$ cat src/rtl/uart_tx_pkg.sv
// Shared UART transmitter types: frame state encoding and serial line levels.
package uart_tx_pkg;

    typedef enum logic [2:0] {
        IDLE,
        START,
        DATA,
        PARITY,
        STOP
    } state_t;

    localparam logic LINE_IDLE = 1'b1;
    localparam logic START_BIT = 1'b0;
    localparam logic STOP_BIT  = 1'b1;

endpackage

$ cat src/rtl/uart_baud_counter.sv
// Bit-period timer: counts 0..CLKS_PER_BIT-1 and pulses bit_done on the last count.
// Latency: bit_done is asserted CLKS_PER_BIT-1 cycles after clear drops. No backpressure.
module uart_baud_counter #(
    parameter int CLKS_PER_BIT = 434
) (
    input  logic clk,
    input  logic rst,
    input  logic clear,
    output logic bit_done
);

    localparam int CW = (CLKS_PER_BIT > 1) ? $clog2(CLKS_PER_BIT) : 1;
    localparam logic [CW-1:0] LAST = CW'(CLKS_PER_BIT - 1);

    logic [CW-1:0] cnt;

    assign bit_done = (cnt == LAST) && !clear;

    always_ff @(posedge clk or posedge rst) begin
        if (rst) begin
            cnt <= '0;
        end else if (clear || bit_done) begin
            cnt <= '0;
        end else begin
            cnt <= cnt + 1'b1;
        end
    end

endmodule

$ cat src/rtl/uart_tx_core.sv
// UART transmitter (start, BITS_N data LSB first, optional even parity under UART_TX_PARITY_EN, stop).
// Latency: line drops on the accepting edge. Backpressure: ready low for the whole frame.
module uart_tx_core #(
    parameter int CLKS_PER_BIT = 50_000_000 / 115_200,
    parameter int BITS_N       = 8
) (
    input  logic              clk,
    input  logic              rst,
    input  logic [BITS_N-1:0] data_tx,
    input  logic              valid,
    output logic              ready,
    output logic              uart_out
);

    import uart_tx_pkg::*;

    localparam int IW = $clog2(BITS_N + 1);
    localparam logic [IW-1:0] LAST_IDX = IW'(BITS_N - 1);

    state_t            state;
    logic [BITS_N-1:0] shift;
    logic [IW-1:0]     idx;
    logic              bit_done;
`ifdef UART_TX_PARITY_EN
    logic              parity;
`endif

    uart_baud_counter #(
        .CLKS_PER_BIT(CLKS_PER_BIT)
    ) u_baud (
        .clk     (clk),
        .rst     (rst),
        .clear   (state == IDLE),
        .bit_done(bit_done)
    );

    // The shift register moves right as each bit goes out, so bit 0 is always the next data bit.
    always_ff @(posedge clk or posedge rst) begin
        if (rst) begin
            state    <= IDLE;
            uart_out <= LINE_IDLE;
            ready    <= 1'b1;
            shift    <= '0;
            idx      <= '0;
`ifdef UART_TX_PARITY_EN
            parity   <= 1'b0;
`endif
        end else begin
            case (state)
                IDLE: begin
                    if (valid) begin
                        shift    <= data_tx;
`ifdef UART_TX_PARITY_EN
                        parity   <= ^data_tx;
`endif
                        state    <= START;
                        uart_out <= START_BIT;
                        ready    <= 1'b0;
                    end
                end
                START: begin
                    if (bit_done) begin
                        state    <= DATA;
                        idx      <= '0;
                        uart_out <= shift[0];
                        shift    <= shift >> 1;
                    end
                end
                DATA: begin
                    if (bit_done) begin
                        if (idx == LAST_IDX) begin
`ifdef UART_TX_PARITY_EN
                            state    <= PARITY;
                            uart_out <= parity;
`else
                            state    <= STOP;
                            uart_out <= STOP_BIT;
`endif
                        end else begin
                            idx      <= idx + 1'b1;
                            uart_out <= shift[0];
                            shift    <= shift >> 1;
                        end
                    end
                end
                PARITY: begin
                    if (bit_done) begin
                        state    <= STOP;
                        uart_out <= STOP_BIT;
                    end
                end
                STOP: begin
                    if (bit_done) begin
                        state    <= IDLE;
                        uart_out <= LINE_IDLE;
                        ready    <= 1'b1;
                    end
                end
                default: begin
                    state    <= IDLE;
                    uart_out <= LINE_IDLE;
                    ready    <= 1'b1;
                end
            endcase
        end
    end

endmodule

$ cat config.mk
export PLATFORM = sky130hd
export DESIGN_NAME = uart_tx_core
export DESIGN_NICKNAME = d
export VERILOG_FILES = /design/src/rtl/uart_tx_pkg.sv /design/src/rtl/uart_baud_counter.sv /design/src/rtl/uart_tx_core.sv
export SDC_FILE = /design/constraint.sdc
export NUM_CORES = 1
export LEC_CHECK = 0
export BUFFER_PORTS_ARGS = -buffer_cell sky130_fd_sc_hd__buf_4
export CELL_PAD_IN_SITES_DETAIL_PLACEMENT = 1
export CELL_PAD_IN_SITES_GLOBAL_PLACEMENT = 1
export CORE_MARGIN = 3
export CORE_UTILIZATION = 44
export DETAILED_ROUTE_END_ITERATION = 10
export MAX_ROUTING_LAYER = met4
export PLACE_DENSITY = 0.8
export RECOVER_POWER = 50
export SYNTH_ARGS = -nofsm -noshare
export SYNTH_HDL_FRONTEND = slang
export SYNTH_SLANG_ARGS = --single-unit
$ cat constraint.sdc
create_clock -name clk -period 2.5 [get_ports clk]
set_input_delay 0.125 -clock clk [delete_from_list [all_inputs] [get_ports clk]]
set_output_delay 0.125 -clock clk [all_outputs]
set_load 0.1 [all_outputs]
* After elaboration in Yosys (flattened, before gate mapping)
Index checks and enable logic that the tools add are counted.
Cells by class: add/sub/neg operators 2, eq/ne operators 14, multiplexer cells 24, bitwise operators 1, reductions and logical operators 13
Operators by type and width (number):
- two-way mux 8 bit | 4
- one-hot mux 8 bit (3 select lines) | 1
- two-way mux 3 bit | 6
- one-hot mux 3 bit (5 select lines) | 1
- two-way mux 4 bit | 3
- inequality test 2 x 1 -> 1 bit, second input constant | 5
- adder 9 x 1 -> 9 bit, second input constant | 1
- == test 9 bit, second input constant | 1
- two-way mux 9 bit | 1
- one-hot mux 4 bit (2 select lines) | 1
- AND reduction 4 bit | 2
- == test 3 x 2 -> 1 bit, second input constant | 2
- inequality test 2 bit, second input constant | 3
- AND reduction 6 bit | 1
- two-way mux 1 bit | 5
- AND reduction 5 bit | 1
- adder 4 x 1 -> 4 bit, second input constant | 1
- == test 4 x 3 -> 1 bit, second input constant | 1
- one-hot mux 1 bit (4 select lines) | 1
- == test 3 x 1 -> 1 bit, second input constant | 1
- == test 3 bit, second input constant | 1
- logical NOT 3 bit | 1
- one-hot mux 1 bit (3 select lines) | 1
- AND reduction 3 bit | 1
- other kinds (8) | 8
Word-level totals: flip-flop bits (word level) 26, input port bits 11, output and inout bits 2, word-level logic and storage cells 60

* Logic depth before layout (Yosys ltp)
depth in word-level cells 5, gate-level depth with buffers 8, gate-level depth less buffers 7

* Hierarchy
Synthesis repeated with hierarchy kept, for this count alone.
Unflattened totals: cell total of the unflattened synthesis 140, area total of the unflattened synthesis 1442.6 µm²
Modules (own cells, without submodules):
- uart_tx_core | times used 1, cells an instance 91, area each 952.2 µm², sequential area each 427.9 µm²
- uart_baud_counter | times used 1, cells an instance 49, area each 490.5 µm², sequential area each 225.2 µm²

* Worst setup path after synthesis
Ideal clock, no wire load.
path kind reg2reg, from register u_baud.cnt[3], to register shift[7], setup time 0.122 ns, arrival 1.784 ns, data required time 2.378 ns, slack 0.595 ns, cell stages (with the launch flop) 7, path buffers 1, period minus slack after synthesis 1.905 ns, path through dfrtp_1 or2_1 nor4_2 a21boi_2 or2_1 buf_2 a32o_1
Between the ends: longest elaborated chain between the ends 4, elaborated cells on any way between the ends 5, those cells by class eq/ne: 3; reduce/logical: 2
RTL lines:
- from (decl) | line uart_baud_counter.sv:15 | logic [CW-1:0] cnt;
- from (signal assigned) | line uart_baud_counter.sv:25 | cnt <= cnt + 1'b1;
- == test 9 bit * | line uart_baud_counter.sv:17 | assign bit_done = (cnt == LAST) && !clear;
- logical AND 1 bit * | line uart_baud_counter.sv:17
- inequality test 2 x 1 -> 1 bit (no source line)
- AND reduction 5 bit (no source line) *
- to (signal assigned) | line uart_tx_core.sv:52 | shift <= data_tx;
- to (signal assigned) | line uart_tx_core.sv:66 | shift <= shift >> 1;
- to (signal assigned) | line uart_tx_core.sv:82 | shift <= shift >> 1;
- to (decl) | line uart_tx_core.sv:21 | logic [BITS_N-1:0] shift;
Mark *: on every way between the ends. The rest lies on a longest branch, timed or not. A chain may end at the register's enable or synchronous reset.

* Worst setup path in the final report
from register u_baud.cnt[3], to register idx[3]
Between the ends: longest elaborated chain between the ends 4, elaborated cells on any way between the ends 5, those cells by class eq/ne: 3; reduce/logical: 2
RTL lines:
- == test 9 bit * | line uart_baud_counter.sv:17
- logical AND 1 bit * | line uart_baud_counter.sv:17
- inequality test 2 x 1 -> 1 bit (no source line)
- AND reduction 4 bit (no source line) *
- to (signal assigned) | line uart_tx_core.sv:80 | idx <= idx + 1'b1;
- to (decl) | line uart_tx_core.sv:22 | logic [IW-1:0] idx;
Marks and branches as above.

==> results.cfg <==
[place]
place.gp.congestion = 0.816
dp_slack_ns = 0.471
io_buffers = 12
placed_cell_area_um2 = 1460
place_hpwl_um = 2350

[setup_path]
end_kind = flip-flop
crit_top_cell = or4_1
rr_worst_depth = 4
arrival_ns = 2.33
cpMaxStageDelayCell = or4_1
max_stage_delay_ns = 0.67
critical_path_required_ns = 2.77
start_kind = flip-flop
r2r_end = idx[3]
r2r_slack_ns = 0.44
criticalPathCategory = flip-flop to flip-flop
r2r_start = u_baud.cnt[3]
path_cells = or2_1, or4_1, or4_1, nand2_1
critPathMaxFanout = 7

[status]
status = finished, final reports clean

[synthesis]
ys_types = 33
synth_seq_area_share_pct = 49.1
mappedNetlistArea_um2 = 1330
syn-num-nets = 155
synth_cells = 141
yosys_warnings = 0
ys_ff_latch = 26
avgSynthCellArea_um2 = 9.44

[cts]
ctsHoldBuffers = 0
clock_path_buffers = 2
htree_levels = 1
post_cts_resized = 0
cts_buffers = 3
post_cts_buffers = 0
path_clk_slew_ns = 0.14
cts-root-buf = clkbuf_4
clock_latency_ns = 0.32
cts_tree = built
cts_sinks = 26

[drt]
wire_per_inst_um = 16.6
via_per_inst = 5.79
wirelength_um = 3070
drt_iter0_drc = 63
dr.pass1.iters = 4
drc = 0
vias = 1071
ant_nets = 0

[timing]
hold_slack_ns = 0.0196
post-route-period-util_pct = 82.4
finClkSkew_ns = 0.0115
worst_slew_pin_slew_ns = 1.17
rsz0062_at_grt = no
fin_tns_setup_ns = 0
drv_slew = 0
max_freq_mhz = 486
fin_crit_ns = 2.06
hold_violations = 0
setup_slack_ns = 0.441
setup_viol = 0
slew_headroom_pct = 22.5

[floorplan]
rows = 19
die_w_um = 61.0
start_util_pct = 47.1
dieHeight_um = 61.0
ios = 13
core_um2 = 2830
die-area_um2 = 3720

[power_and_ir_drop]
p_per_area_nw_per_um2 = 439
seq_power_share_pct = 64.2
internal_power_uw = 520
switchingPower_uw = 136
p_leak_uw = 0.000663
clkPwrFrac_pct = 32.6
comb_power_share_pct = 3.2
vdd_drop_max_v = 0.000208
sw_frac_of_total_pct = 20.7

[cells_and_area]
fillCellCount = 334
drive_above_1_share_pct = 16.2
diodes = 0
area_delta_synth_final_pct = 12.1
final_net_count = 169
final_area_um2 = 1490

[global_route]
antenna_found_initial = 0
grt_pass1_wl_um = 5410
grt_pass1_vias = 1151
grt_max_degree = 27
gr-usage-all-layers_pct = 20.0
globalRouteOverflowTotal = 0

[worst_hold_path]
hp-class = input port to asynchronous set/reset pin

[run]
cap_violations = 0
-- synth_stat cells --
library cell / instances / area share [%]
nor2_1: 21 / 5.9
nor4_1: 1 / 0.47
buf_2: 3 / 1.1
a21oi_1: 5 / 1.9
a21boi_2: 1 / 0.85
or4_1: 2 / 1.1
xnor2_2: 1 / 1.2
nand4_1: 1 / 0.47
a32o_1: 1 / 0.75
inv_1: 3 / 0.85
nor4_2: 1 / 0.94
or2_1: 3 / 1.4
o41ai_1: 1 / 0.66
nor3_1: 1 / 0.38
nand2_1: 11 / 3.1
o21ai_0: 12 / 4.5
nand2b_1: 2 / 0.94
a21o_1: 1 / 0.56
a31oi_1: 2 / 0.94
o31ai_1: 1 / 0.56
a22oi_1: 2 / 1.1
clkbuf_1: 4 / 1.1
nand3b_1: 2 / 1.1
xnor2_1: 4 / 2.6
mux2i_1: 7 / 5.3
o21ai_1: 8 / 3.0
dfstp_2: 2 / 3.9
xor2_1: 3 / 2.0
or2_2: 1 / 0.47
and3_1: 1 / 0.47
ha_1: 3 / 2.8
nand3_1: 6 / 2.3
dfrtp_1: 24 / 45
-- sequential cells by signal (all words and copies together), names as in the netlist --
signal,count
u_baud.cnt,9
idx,4
uart_out,1
shift,8
ready,1
state,3
-- cells by family after synthesis --
family	count (synthesis)	synth area share, %
AND/OR/NAND/NOR	53	19.1
AO/OA/AOI/OAI	34	14.8
flip-flops	26	49.1
buffers and inverters	10	3.10
XOR/XNOR	8	5.83
multiplexers	7	5.26
adder cells (fa/ha/maj)	3	2.82
-- layout make-up --
cell class                 instances  area [µm²]  share of cell area (%)
tap                               31        38.8                    2.60
inverter                           3        11.3                   0.754
sequential                        26         653                    43.8
timing repair buffer              16         116                    7.80
clock buffer                       4        36.3                    2.43
multi-input combinational        105         637                    42.7
-- layer usage --
layer	track usage, %	up-vias	wire [µm]
li1	-	516	-
met1	26.0	538	1450
met2	33.1	14	1550
met3	2.55	3	54
met4	4.64	0	24
met5	-	-	0
-- power by group through the flow --
stage	sequential (µW)	clock (µW)	combinational, µW
global placement	429	0	21.2
global route	421	241	23.8
detailed placement	429	0	21.8
CTS	421	224	21.8
finish	421	214	21.2
floorplan	429	0	6.53
-- through the flow --
| stage | util [%] | power [µW] | cells |
|---|---|---|---|
| global route | 52.8 | 686 | 185 |
| floorplan | - | 435 | 141 |
| detailed placement | 51.6 | 450 | 181 |
| finish | 52.8 | 656 | 185 |
| global placement | 51.6 | 450 | 181 |
| CTS | 52.9 | 667 | 185 |
-- cells in the final DEF (no fill, tap or decap), types with 3 or more instances in the layout --
| cell type | instances |
|---|---|
| buf_4 | 14 |
| or2_1 | 3 |
| inv_1 | 3 |
| o21ai_1 | 8 |
| xnor2_1 | 4 |
| nor2_1 | 21 |
| mux2i_1 | 7 |
| xor2_1 | 3 |
| nand2_1 | 11 |
| ha_1 | 3 |
| a21oi_1 | 5 |
| clkbuf_4 | 4 |
| nand3_1 | 6 |
| dfrtp_1 | 24 |
| o21ai_0 | 12 |
-- worst max-delay path, delay by kind of cell (launching register included) --
family | cells | cell delay, ns
AND/OR/NAND/NOR | 4 | 1.57
flip-flops | 1 | 0.44
-- how the worst max path moves through the flow --
stage,startpoint,slack [ns],endpoint,depth (start not counted)
final,u_baud.cnt[3],0.44,idx[3],4
after detailed placement,u_baud.cnt[3],0.47,idx[3],4
after floorplan,u_baud.cnt[3],0.59,shift[7],6
after global placement,u_baud.cnt[3],0.50,idx[3],4
after CTS,u_baud.cnt[3],0.44,idx[3],4
after global routing,state[0],0.31,shift[2],5
Power figures use the tool's default switching activity.
